[src/rtl/int_alu_issue_if.sv]
// Dispatch-to-issue and issue-to-ALU signal bundle for the integer ALU issue queue.
// The slave modport is the queue; the master modport is the dispatch/ALU side.
interface int_alu_issue_if #(
  parameter int DATA_WIDTH     = 32,
  parameter int R_ADDR         = 6,
  parameter int ROB_INDEX_BITS = 3
);
  logic                      in_valid;
  logic                      in_ready;
  logic [4:0]                in_microop;
  logic [DATA_WIDTH-1:0]     in_data1;
  logic [DATA_WIDTH-1:0]     in_data2;
  logic [R_ADDR-1:0]         in_destination;
  logic [ROB_INDEX_BITS-1:0] in_ticket;

  logic                      busy_fu;

  logic                      issue_valid;
  logic [4:0]                issue_microop;
  logic [DATA_WIDTH-1:0]     issue_data1;
  logic [DATA_WIDTH-1:0]     issue_data2;
  logic [R_ADDR-1:0]         issue_destination;
  logic [ROB_INDEX_BITS-1:0] issue_ticket;

  modport slave (
    input  in_valid, in_microop, in_data1, in_data2, in_destination, in_ticket, busy_fu,
    output in_ready, issue_valid, issue_microop, issue_data1, issue_data2,
           issue_destination, issue_ticket
  );

  modport master (
    output in_valid, in_microop, in_data1, in_data2, in_destination, in_ticket, busy_fu,
    input  in_ready, issue_valid, issue_microop, issue_data1, issue_data2,
           issue_destination, issue_ticket
  );
endinterface

[src/rtl/int_alu_issue.sv]
// In-order issue queue for the integer ALU. Holds dispatched ops and releases the head
// only when its writeback slot cannot collide with an in-flight multi-cycle op.
module int_alu_issue #(
  parameter int DATA_WIDTH     = 32,
  parameter int R_ADDR         = 6,
  parameter int ROB_INDEX_BITS = 3,
  parameter int DEPTH          = 4,
  parameter int MUL_LAT        = 3,
  parameter int DIV_LAT        = 16
) (
  input  logic                       clk,
  input  logic                       rst,
  input  logic                       flush,
  int_alu_issue_if.slave             bus,
  output logic [$clog2(DEPTH):0]     occupancy,
  output logic [15:0]                stall_count
);

  localparam int PTR_W = $clog2(DEPTH);
  localparam int OCC_W = PTR_W + 1;

  typedef struct packed {
    logic [4:0]                microop;
    logic [DATA_WIDTH-1:0]     data1;
    logic [DATA_WIDTH-1:0]     data2;
    logic [R_ADDR-1:0]         destination;
    logic [ROB_INDEX_BITS-1:0] ticket;
  } op_t;

  op_t              mem_q [DEPTH];
  logic [PTR_W-1:0] wr_ptr_q, wr_ptr_d;
  logic [PTR_W-1:0] rd_ptr_q, rd_ptr_d;
  logic [OCC_W-1:0] occ_q, occ_d;
  logic [DIV_LAT:0] res_q, res_d, res_shift;
  logic [15:0]      stall_q, stall_d;

  op_t  head;
  op_t  in_op;
  logic is_mul, is_div, is_single;
  logic class_ok;
  logic in_ready;
  logic accept;
  logic issue;

  // Reservation vector ages by one slot per cycle; the top slot refills with zero.
  generate
    for (genvar gi = 0; gi < DIV_LAT; gi++) begin : g_res_shift
      assign res_shift[gi] = res_q[gi+1];
    end
  endgenerate
  assign res_shift[DIV_LAT] = 1'b0;

  assign head      = mem_q[rd_ptr_q];
  assign is_mul    = head.microop inside {[5'd2:5'd5]};
  assign is_div    = head.microop inside {[5'd6:5'd9]};
  assign is_single = ~is_mul & ~is_div;
  assign class_ok  = is_single | (is_mul & ~res_q[MUL_LAT]) | (is_div & ~res_q[DIV_LAT]);

  assign in_ready = (occ_q < OCC_W'(DEPTH)) & ~rst;
  assign accept   = bus.in_valid & in_ready & ~flush;
  assign issue    = (occ_q != '0) & ~bus.busy_fu & ~flush & ~rst & ~res_q[0] & class_ok;

  assign in_op.microop     = bus.in_microop;
  assign in_op.data1       = bus.in_data1;
  assign in_op.data2       = bus.in_data2;
  assign in_op.destination = bus.in_destination;
  assign in_op.ticket      = bus.in_ticket;

  always_comb begin
    res_d = res_shift;
    if (issue && is_mul) res_d[MUL_LAT-1] = 1'b1;
    if (issue && is_div) res_d[DIV_LAT-1] = 1'b1;
  end

  always_comb begin
    wr_ptr_d = wr_ptr_q;
    rd_ptr_d = rd_ptr_q;
    occ_d    = occ_q;
    if (flush) begin
      wr_ptr_d = '0;
      rd_ptr_d = '0;
      occ_d    = '0;
    end else begin
      if (accept) wr_ptr_d = wr_ptr_q + PTR_W'(1);
      if (issue)  rd_ptr_d = rd_ptr_q + PTR_W'(1);
      occ_d = occ_q + OCC_W'(accept) - OCC_W'(issue);
    end
  end

  always_comb begin
    stall_d = stall_q;
    if ((occ_q != '0) && !issue && !flush && (stall_q != 16'hFFFF))
      stall_d = stall_q + 16'd1;
  end

  // Payload storage carries no reset so it can map onto distributed RAM.
  always_ff @(posedge clk) begin
    if (accept) mem_q[wr_ptr_q] <= in_op;
  end

  always_ff @(posedge clk) begin
    if (rst) begin
      wr_ptr_q <= '0;
      rd_ptr_q <= '0;
      occ_q    <= '0;
      res_q    <= '0;
      stall_q  <= '0;
    end else begin
      wr_ptr_q <= wr_ptr_d;
      rd_ptr_q <= rd_ptr_d;
      occ_q    <= occ_d;
      res_q    <= res_d;
      stall_q  <= stall_d;
    end
  end

  assign bus.in_ready          = in_ready;
  assign bus.issue_valid       = issue;
  assign bus.issue_microop     = head.microop;
  assign bus.issue_data1       = head.data1;
  assign bus.issue_data2       = head.data2;
  assign bus.issue_destination = head.destination;
  assign bus.issue_ticket      = head.ticket;
  assign occupancy             = occ_q;
  assign stall_count           = stall_q;

endmodule

[src/flat_wrapper.sv]
// flat-port wrapper written by rule: the top's interface ports become plain ports
module int_alu_issue_flat 
#(
  parameter int DATA_WIDTH     = 32,
  parameter int R_ADDR         = 6,
  parameter int ROB_INDEX_BITS = 3,
  parameter int DEPTH          = 4,
  parameter int MUL_LAT        = 3,
  parameter int DIV_LAT        = 16
)
  (clk, rst, flush, occupancy, stall_count, bus_in_valid, bus_in_microop, bus_in_data1, bus_in_data2, bus_in_destination, bus_in_ticket, bus_busy_fu, bus_in_ready, bus_issue_valid, bus_issue_microop, bus_issue_data1, bus_issue_data2, bus_issue_destination, bus_issue_ticket);
  int_alu_issue_if #(.DATA_WIDTH(DATA_WIDTH), .R_ADDR(R_ADDR), .ROB_INDEX_BITS(ROB_INDEX_BITS)) bus_i ();
  input  logic clk;
  input  logic rst;
  input  logic flush;
  output logic [$clog2(DEPTH):0] occupancy;
  output logic [15:0] stall_count;
  input wire logic [$bits(bus_i.in_valid)-1:0] bus_in_valid;
  input wire logic [$bits(bus_i.in_microop)-1:0] bus_in_microop;
  input wire logic [$bits(bus_i.in_data1)-1:0] bus_in_data1;
  input wire logic [$bits(bus_i.in_data2)-1:0] bus_in_data2;
  input wire logic [$bits(bus_i.in_destination)-1:0] bus_in_destination;
  input wire logic [$bits(bus_i.in_ticket)-1:0] bus_in_ticket;
  input wire logic [$bits(bus_i.busy_fu)-1:0] bus_busy_fu;
  output wire logic [$bits(bus_i.in_ready)-1:0] bus_in_ready;
  output wire logic [$bits(bus_i.issue_valid)-1:0] bus_issue_valid;
  output wire logic [$bits(bus_i.issue_microop)-1:0] bus_issue_microop;
  output wire logic [$bits(bus_i.issue_data1)-1:0] bus_issue_data1;
  output wire logic [$bits(bus_i.issue_data2)-1:0] bus_issue_data2;
  output wire logic [$bits(bus_i.issue_destination)-1:0] bus_issue_destination;
  output wire logic [$bits(bus_i.issue_ticket)-1:0] bus_issue_ticket;
  assign bus_i.in_valid = bus_in_valid;
  assign bus_i.in_microop = bus_in_microop;
  assign bus_i.in_data1 = bus_in_data1;
  assign bus_i.in_data2 = bus_in_data2;
  assign bus_i.in_destination = bus_in_destination;
  assign bus_i.in_ticket = bus_in_ticket;
  assign bus_i.busy_fu = bus_busy_fu;
  assign bus_in_ready = bus_i.in_ready;
  assign bus_issue_valid = bus_i.issue_valid;
  assign bus_issue_microop = bus_i.issue_microop;
  assign bus_issue_data1 = bus_i.issue_data1;
  assign bus_issue_data2 = bus_i.issue_data2;
  assign bus_issue_destination = bus_i.issue_destination;
  assign bus_issue_ticket = bus_i.issue_ticket;
  int_alu_issue #(.DATA_WIDTH(DATA_WIDTH), .R_ADDR(R_ADDR), .ROB_INDEX_BITS(ROB_INDEX_BITS), .DEPTH(DEPTH), .MUL_LAT(MUL_LAT), .DIV_LAT(DIV_LAT)) u_core (.clk(clk), .rst(rst), .flush(flush), .bus(bus_i), .occupancy(occupancy), .stall_count(stall_count));
endmodule
[config.mk]
export PLATFORM = sky130hd
export DESIGN_NAME = int_alu_issue_flat
export DESIGN_NICKNAME = d
export VERILOG_FILES = /design/src/rtl/int_alu_issue_if.sv /design/src/rtl/int_alu_issue.sv /design/src/flat_wrapper.sv
export SDC_FILE = /design/constraint.sdc
export NUM_CORES = 1
export LEC_CHECK = 0
export ABC_AREA = 1
export BUFFER_PORTS_ARGS = -buffer_cell sky130_fd_sc_hd__buf_2
export CORE_ASPECT_RATIO = 0.75
export CORE_MARGIN = 2
export CORE_UTILIZATION = 45
export CTS_CLUSTER_DIAMETER = 30
export DETAILED_ROUTE_END_ITERATION = 12
export PLACE_DENSITY = 0.74
export RECOVER_POWER = 100
export SLEW_MARGIN = 20
export SYNTH_ARGS = -nofsm -noshare
export SYNTH_HDL_FRONTEND = slang
export SYNTH_SLANG_ARGS = --single-unit
[constraint.sdc]
create_clock -name clk -period 12.4 [get_ports clk]
set_clock_uncertainty 0.15 [all_clocks]
set_input_delay 2.48 -clock clk [delete_from_list [all_inputs] [get_ports clk]]
set_output_delay 2.48 -clock clk [all_outputs]
set_load 0.03 [all_outputs]
* Word level (Yosys, flattened, before mapping)
Memory sizes are Yosys's and may differ from the RTL's. A register that Yosys moved wholly into a read port is not among the register bits. Index checks and enable logic that the tools add are counted.
Cells by class: $add $sub $neg 5, magnitude comparators 5, equal/unequal tests 1, mux-type cells 6, bitwise gates (word level) 21, reductions and logical operators 11
Operators with widths (count):
- 16-bit by 1-bit adder with 16-bit output, second input constant | 1
- 16-bit != test, second input constant | 1
- 1-bit bitwise AND | 11
- 1-bit NOT | 8
- 1-bit logical AND | 7
- 5-bit by 2-bit >= comparator with 1-bit output, second input constant | 1
- 5-bit by 3-bit >= comparator with 1-bit output, second input constant | 1
- 5-bit by 3-bit <= comparator with 1-bit output, second input constant | 1
- 5-bit by 4-bit <= comparator with 1-bit output, second input constant | 1
- 2-bit by 1-bit adder with 2-bit output, second input constant | 2
- 1-bit two-way mux | 4
- 2-bit two-way mux | 2
- 3-bit by 1-bit adder with 3-bit output | 1
- 3-bit less-than comparator, second input constant | 1
- 3-bit nonzero test | 1
- 3-bit by 1-bit subtractor with 3-bit output | 1
- 1-bit zero test | 2
- 1-bit bitwise OR | 2
- 2-bit OR reduction | 1
Word-level totals: register bits after elaboration 40, bits in writable memories 312, output and inout port bits 99, word-level logic and storage cells 56, memories 1
Memories:
- u_core.mem_q | depth 4, bits a word 78, read ports 1, clocked after memory_dff 1, wr ports 1, RTL line int_alu_issue.sv:30 | op_t mem_q [DEPTH];

* Longest topological paths before layout
Gate-level depths: netlist of the first run.
depth after elaboration 11, gate-level depth with buffers 16, gate-level depth less buffers 15

* Worst setup path after synthesis of the first run
Ideal clock, no wire load.
kind in2reg, from input port rst, to memory u_core.mem_q[0][0] (netlist name), enable pin, library setup time 0.515 ns, arrival time 6.434 ns, setup slack 5.302 ns, stages on the path 6, path buffers 2, path through clkbuf_2 or2_1 buf_6 nor2_1 inv_1 nor2_1
Between the ends: longest elaborated chain between the ends 6
Ends and longest elaborated chain:
- start, declared | RTL line flat_wrapper.sv:14 | input logic rst;
- 1-bit NOT | RTL line int_alu_issue.sv:59 | assign in_ready = (occ_q < OCC_W'(DEPTH)) & ~rst;
- 1-bit bitwise AND | RTL line int_alu_issue.sv:59
- 1-bit bitwise AND (2 in series) | RTL line int_alu_issue.sv:60 | assign accept = bus.in_valid & in_ready & ~flush;
- named net u_core.accept | RTL line int_alu_issue.sv:42 | logic accept;
- 1-bit two-way mux | RTL line int_alu_issue.sv:98 | if (accept) mem_q[wr_ptr_q] <= in_op;
- 1-bit two-way mux (not written as such) | RTL line int_alu_issue.sv:98
- end, declared | RTL line int_alu_issue.sv:30
The timed path passes the listed nets, and every way through them passes these cells.

* Worst setup path after layout of the first run
from input port rst, to memory u_core.mem_q[1][71] (netlist name), enable pin
The elaborated chain is that of the path after synthesis.

==> metrics.md, run 1 <==
| Metric | Value |
|---|---|
| Outcome | finished with violations |
| Violations in the final reports | capacitance limit, slew limit |
| Net count after synthesis | 1127 |
| Setup ws final | 3.98 ns |
| Number of warnings reported in the yosys synthesis log | 0 |
| Total Neg Setup Slack | 0 ns |
| Vias per inst | 5.21 |
| Max capacitance violation total | 9 |
| Commonest cells after routing, fill and taps aside | sky130_fd_sc_hd__edfxtp_1 (312), sky130_fd_sc_hd__nor2_1 (185), sky130_fd_sc_hd__clkbuf_1 (183) |
| Clock tree from TritonCTS | built |
| Post-route DRC | 0 |
| Switching portion of total power | 20.9% |
| Tightest slew margin relative to the limit | -181% |
| Family with the most delay on the worst path | buffers and inverters |
| Drt first pass iters | 7 |
| Total area of sequential cells | 10200 sq um |
| Share of synthesized registers carrying an async set or reset | 0% |
| Clock transition at the registers of the reported paths | 0.05 ns |
| Mapped Cells | 1036 |
| Critical path start-end classification | in2reg |
| Total via count in the routed design | 8648 |
| Post-CTS setup buffer count | 0 |
| Number of enable-type register cells in the synthesized netlist | 312 |
| Ranking of synthesized cells by area | sky130_fd_sc_hd__edfxtp_1 (70%), sky130_fd_sc_hd__dfxtp_1 (6.1%), sky130_fd_sc_hd__o21ai_0 (5.6%) |
| Largest net degree at the start of global routing | 105 |
| Netlist area before placement | 13500 sq um |
| Final setup violation count | 0 |
| Grt total ovfl | 0 |
| Buffers & Inverters on Critical Path | 3 |
| Area used by multi-input combinational logic | 2790 sq um |
| Area of the core | 29300 sq um |
| CTS sink cnt | 353 |
| Net switching power | 0.000613 W |
| Fin cells | 1659 |
| Flip-flop and latch count after synthesis | 353 |
| Comb power frac | 2.3% |
| Share of total power in sequential cells | 44.8% |
| Most frequent standard cell in the layout excluding fill and tap cells | sky130_fd_sc_hd__edfxtp_1 |
| Fraction of the cycle the final worst path needs | 67.9% |
| Syn-to-layout area delta | 20.9% |
| Power per cell area | 180 nW/um^2 |
| Detailed Place HPWL | 16500 microns |
| H-Tree Depth | 2 |
| Post-Place Setup Slack | 5.51 ns |
| Buffer levels on the longest clock path | 3 |
| DIE HEIGHT | 154 microns |
| Cell count after placement | 1556 |
| Vias in the first global route | 8471 |
| Worst hold path class | reg2reg |
| Wire length of the first global-routing pass | 46100 microns |
| Proportion of synthesized chip area in sequential cells | 75.6% |
| Setup crit end kind | flop |
| Maximum achievable frequency | 0.119 GHz |
| Post-CTS Hold Fix Bufs | 0 |
| Share of the synthesized area in the top cell type | 69.6% |
| Slowest cell on the critical path | sky130_fd_sc_hd__clkbuf_1 |
| Width of the die | 204 microns |
| Kind of launch point of the worst setup path | input pin |
| Average footprint of a synthesized cell | 13.0 sq um |
| Post-DRT Antenna Nets | 0 |
| Quantity of I/O buffers inserted on ports | 181 |
| Primary FF master, synth | sky130_fd_sc_hd__edfxtp_1 |
| Setup repair after global routing missed its margin | no |
| Total global-route track usage | 18.9% |
| CP max stage delay | 2.78 ns |
| Relative contribution of the clock network to total power | 52.9% |
| Number of standard-cell rows in the floorplan | 54 |
| Filler cells | 2439 |
| Number of ports placed on the die boundary | 182 |
| Max-slew violation count | 406 |
| Number of antenna violations at the first check in global routing | 2 |
| Routed WL per cell | 18.0 microns |
| Effective utilization at floorplan | 46.0% |
| Number of distinct library cells after synthesis | 32 |
| Clock buffer count from CTS | 55 |
| Series of cell instances along the critical path | clkbuf_1, or2_0, nor2_1, inv_1, nor2_1, clkbuf_1 |
| WP data required | 12.30 ns |
| Worst skew pair latency | 0.56 ns |
| IR Drop Worst-Case VDD | 0.000177 V |
| Die area | 31300 sq um |
| Internal power | 0.00232 W |
| Arrival @ worst endpoint | 8.32 ns |
| Min Clock Period, post-route | 8.42 ns |
| Clock tree root buffer cell | sky130_fd_sc_hd__clkbuf_16 |
| First-iteration detailed-routing DRC count | 597 |
| Least-Margin Pin Slew | 4.22 ns |
| Worst Path Max Fanout | 58 |
| Final core utilization | 55.7% |
| Final-stage net count | 1312 |
| Final weighted congestion of routability-driven global placement | 0.846 |
| Final WL | 29800 microns |
| Gates resized, CTS repair | 0 |
| Final hold vios | 0 |
| Layout cell share with drive strength beyond 1 | 8.70% |
| Leakage power | 5.41 nW |
| Cell taking the most area after synthesis | sky130_fd_sc_hd__edfxtp_1 |
==> state kept, by name, indices dropped and copies added (netlist names), named ones only <==
| name | count |
|---|---|
| u_core.mem_q | 312 |
| u_core.occupancy | 3 |
| u_core.rd_ptr_q | 2 |
| u_core.res_q | 16 |
| u_core.stall_count | 16 |
| u_core.wr_ptr_q | 2 |
==> through the flow <==
step           instance area, sq um  hold WS (ns)  total power (W)
3_3_place_gp                  14700         0.239          0.00141
3_5_place_dp                  14700         0.244          0.00141
6_report                      16300         0.250          0.00293
4_1_cts                       16600         0.251          0.00296
2_1_floorplan                 13500         0.238          0.00137
5_1_grt                       16300         0.254          0.00302
==> tightest hold or removal path, delay by kind of cell, from the launching register on <==
| family | cells | cell delay, ns |
|---|---|---|
| DFF | 1 | 0.29 |
| buffers and inverters | 1 | 0.04 |
| and+or+nand+nor | 1 | 0.03 |
==> layer usage <==
metal	wire (microns)	vias to the layer above	track usage [%]
li1	-	4140	-
met1	13100	4157	25.7
met2	13500	312	29.2
met3	2770	39	6.32
met4	446	0	5.11
met5	0	-	0
==> power groups by stage <==
stage / Combinational, W / Sequential (W) / Clock, W
global placement: 0.0000709 / 0.00133 / 0
detailed placement: 0.0000731 / 0.00133 / 0
floorplan: 0.0000346 / 0.00134 / 0
global route: 0.0000727 / 0.00131 / 0.00163
finish: 0.0000662 / 0.00131 / 0.00155
CTS: 0.0000734 / 0.00131 / 0.00158
==> synth_stat cells, types with 2 or more instances <==
cell type	number
sky130_fd_sc_hd__a211oi_1	2
sky130_fd_sc_hd__a21oi_1	20
sky130_fd_sc_hd__buf_2	4
sky130_fd_sc_hd__buf_6	4
sky130_fd_sc_hd__clkbuf_1	48
sky130_fd_sc_hd__clkbuf_2	2
sky130_fd_sc_hd__dfxtp_1	41
sky130_fd_sc_hd__edfxtp_1	312
sky130_fd_sc_hd__ha_1	7
sky130_fd_sc_hd__inv_1	47
sky130_fd_sc_hd__inv_2	2
sky130_fd_sc_hd__nand2_1	65
sky130_fd_sc_hd__nand3_1	34
sky130_fd_sc_hd__nand4_1	4
sky130_fd_sc_hd__nor2_1	185
sky130_fd_sc_hd__nor3_1	6
sky130_fd_sc_hd__o21ai_0	150
sky130_fd_sc_hd__o21ai_1	2
sky130_fd_sc_hd__o22ai_1	74
sky130_fd_sc_hd__xnor2_1	5
sky130_fd_sc_hd__xor2_1	11
==> worst paths after layout <==
kind / start / end / slack (ns) / cells past startpoint
setup / recovery: rst / u_core.mem_q[1][71] / 3.98 / 6
hold / removal: u_core.res_q[10] / u_core.res_q[9] / 0.25 / 2
setup reg to reg: flop / u_core.occupancy[2] / 6.39 / 15
hold reg to reg: u_core.res_q[10] / u_core.res_q[9] / 0.25 / 2
==> layout make-up <==
| type | count | area share (%) |
|---|---|---|
| clock buffer | 59 | 8.54 |
| timing repair buffer | 189 | 4.49 |
| tap | 392 | 3.01 |
| clock inverter | 42 | 3.10 |
| antenna | 2 | 0.0307 |
| inverter | 50 | 1.17 |
| multi-input combinational | 572 | 17.1 |
| sequential | 353 | 62.6 |
==> cell families (layout without fill, tap and decap cells) <==
logic type | Yosys count | in the layout | synth area share, %
AOI/OAI and AO/OA | 248 | 248 | 9.94
xor gates and xnor gates | 16 | 16 | 1.04
adders and majority gates | 8 | 8 | 0.799
buffers and inverters | 111 | 340 | 3.48
DFF | 353 | 353 | 75.6
other | 0 | 2 | 0
and+or+nand+nor | 300 | 300 | 9.09
Note: power is estimated with default switching activity, not from simulation.
==> inputs of run 2 (changes only) <==
PLACE_DENSITY = 0.76   (was 0.74)
clock period = 7.1 ns   (was 12.4 ns; I/O delays follow)
==> metrics.md, run 2 (same netlist as run 1, synthesis figures left out) <==
| Metric | Value |
|---|---|
| Number of ports placed on the die boundary | 182 (unchanged) |
| Quantity of I/O buffers inserted on ports | 181 (unchanged) |
| Series of cell instances along the critical path | clkbuf_1, or2_0, nor2_1, inv_1, nor2_1, clkbuf_1 |
| Post-CTS Hold Fix Bufs | 0 (unchanged) |
| Routed WL per cell | 17.7 microns (-1.5%) |
| Total via count in the routed design | 8748 (+1.2%) |
| Gates resized, CTS repair | 0 (unchanged) |
| Setup repair after global routing missed its margin | no |
| Largest register FFs | 312 (unchanged) |
| Outcome | finished with violations |
| Violations in the final reports | capacitance limit, slew limit |
| Post-route cell area | 16400 sq um (+0.41%) |
| Worst hold path class | reg2reg |
| Effective utilization at floorplan | 46.0% (unchanged) |
| Grt total ovfl | 0 (unchanged) |
| DIE HEIGHT | 154 microns (unchanged) |
| Leakage power | 5.45 nW (+0.83%) |
| IR Drop Worst-Case VDD | 0.000334 V (+88%) |
| Setup crit end kind | flop |
| Clock tree root buffer cell | sky130_fd_sc_hd__clkbuf_16 |
| Largest net degree at the start of global routing | 106 (+0.95%) |
| Total global-route track usage | 18.8% (-0.15 points) |
| Width of the die | 204 microns (unchanged) |
| Post-Place Setup Slack | 2.35 ns (-3.16 ns) |
| Worst skew pair latency | 0.55 ns (about the same) |
| Capture instance of the worst register-to-register path | u_core.occupancy[2] |
| Max Used Layer | met5 |
| Placement Cell Area | 14700 sq um (+0.21%) |
| Drt first pass iters | 5 (-2) |
| Final setup violation count | 0 (unchanged) |
| Worst Hold Endpoint | u_core.res_q[1] |
| Clock tree from TritonCTS | built |
| Area of the core | 29300 sq um (unchanged) |
| Setup ws final | 1.24 ns (-2.75 ns) |
| CP max stage delay | 1.96 ns (-0.82 ns) |
| Critical path origin | rst |
| Hold Crit Depth | 2 (unchanged) |
| Post-route DRC | 0 (unchanged) |
| Filler cells | 2431 (-0.33%) |
| Met3 Routed Length | 2560 microns (-7.6%) |
| Post-DRT Antenna Nets | 0 (unchanged) |
| Launch point of the worst hold path | u_core.res_q[2] |
| WP data required | 7.06 ns (-5.24 ns) |
| Post-CTS setup buffer count | 0 (unchanged) |
| Kind of launch point of the worst setup path | input pin |
| H-Tree Depth | 2 (unchanged) |
| Metal1 wirelength | 12600 microns (-4.2%) |
| Final WL | 29500 microns (-1.2%) |
| Vias per inst | 5.25 (+0.79%) |
| Tot Pwr | 0.00514 W (+76%) |
| Detailed Place HPWL | 16700 microns (+1.6%) |
| Least-Margin Pin Slew | 2.67 ns (-1.55 ns) |
| Final weighted congestion of routability-driven global placement | 0.834 (-1.5%) |
| Worst Path Max Fanout | 39 (-33%) |
| Vias in the first global route | 8615 (+1.7%) |
| Met2 layer wire length in the routed design | 13800 microns (+2.3%) |
| Tightest slew margin relative to the limit | -77.9% (+100 points) |
| CTS sink cnt | 353 (unchanged) |
| Number of standard-cell rows in the floorplan | 54 (unchanged) |
| Maximum achievable frequency | 0.171 GHz |
| Layout cell share with drive strength beyond 1 | 9.28% (+0.58 points) |
| Number of cells traversed by the worst register-to-register path | 14 (-1) |
| Final-stage net count | 1317 (+0.38%) |
| Buffer levels on the longest clock path | 3 (unchanged) |
| Syn-to-layout area delta | 21.4% |
| Arrival @ worst endpoint | 5.83 ns (-2.49 ns) |
| Die area | 31300 sq um (unchanged) |
| Max-slew violation count | 365 (-10%) |
| Critical path start-end classification | in2reg |
| Slowest cell on the critical path | sky130_fd_sc_hd__clkbuf_1 |
| Hold_ws | 0.249 ns (-0.000361 ns) |
| Commonest cells after routing, fill and taps aside | sky130_fd_sc_hd__edfxtp_1 (312), sky130_fd_sc_hd__nor2_1 (185), sky130_fd_sc_hd__clkbuf_1 (182) |
| Total Neg Setup Slack | 0 ns (unchanged) |
| Min Clock Period, post-route | 5.86 ns |
| Most flops, register | u_core.mem_q |
| Clock transition at the registers of the reported paths | 0.05 ns (about the same) |
| Final hold vios | 0 (unchanged) |
| Wire length of the first global-routing pass | 45900 microns (-0.46%) |
| Worst reg2reg setup slack | 2.70 ns (-3.69 ns) |
| Number of antenna violations at the first check in global routing | 2 (unchanged) |
| First-iteration detailed-routing DRC count | 585 (-2.0%) |
| Clock buffer count from CTS | 56 (+1.8%) |
| Max capacitance violation total | 9 (unchanged) |
| Fraction of the cycle the final worst path needs | 82.6% |
| Most frequent standard cell in the layout excluding fill and tap cells | sky130_fd_sc_hd__edfxtp_1 |
| Power per cell area | 315 nW/um^2 (+75%) |
-- run 2: cell types whose count changed in the layout (fill, tap and decap cells not counted), moves of 2 or more --
cell,previous run,this run
sky130_fd_sc_hd__inv_8,1,3
sky130_fd_sc_hd__clkbuf_16,55,57
sky130_fd_sc_hd__clkinv_8,0,2
sky130_fd_sc_hd__bufinv_16,8,6
sky130_fd_sc_hd__buf_2,6,10
sky130_fd_sc_hd__clkinv_4,5,8
sky130_fd_sc_hd__clkinvlp_4,11,9
-- run 2: metrics by stage --
stage	util (%)	cells
6_report	55.9	1665
4_1_cts	56.9	1664
2_1_floorplan	-	1036
3_3_place_gp	50.3	1560
3_5_place_dp	50.3	1560
5_1_grt	55.9	1664
-- run 2: power by group --
part | total, W | internal, W | leakage (nW) | switching [W]
combinational | 0.000116 | 0.0000258 | 1.38 | 0.0000901
clock | 0.00274 | 0.00172 | 0.920 | 0.00101
sequential | 0.00229 | 0.00228 | 3.15 | 0.00000557
total | 0.00514 | 0.00403 | 5.45 | 0.00111
-- run 2: cell type report --
| class | instances | area (sq um) | area share (%) |
|---|---|---|---|
| Sequential cell | 353 | 10200 | 62.3 |
| Multi-Input combinational cell | 572 | 2790 | 17.0 |
| Clock buffer | 60 | 1440 | 8.79 |
| Timing Repair Buffer | 193 | 749 | 4.58 |
| Clock inverter | 44 | 505 | 3.09 |
| Tap cell | 392 | 490 | 3.00 |
| Inverter | 50 | 190 | 1.16 |
| Antenna cell | 1 | 2.50 | 0.0153 |
-- run 2: metal layers --
layer,global-route usage [%],vias to the layer above
met5,0,-
li1,-,4144
met1,24.0,4275
met4,5.84,2
met2,30.2,277
met3,6.44,50
-- run 2: how the worst max path moves through the flow --
stage               cells after the start  slack [ns]             endpoint
floorplan                               6        1.06   u_core.mem_q[0][0]
global placement                        6        2.38      bus_issue_valid
detailed placement                      6        2.35      bus_issue_valid
CTS                                    10        1.89      bus_issue_valid
global route                            6        0.82  u_core.mem_q[0][55]
finish                                  6        1.24  u_core.mem_q[0][38]
-- run 2: critical path: cells and delay by family --
| kind | cells | cell delay [ns] |
|---|---|---|
| buffers and inverters | 3 | 2.62 |
| and+or+nand+nor | 3 | 1.73 |
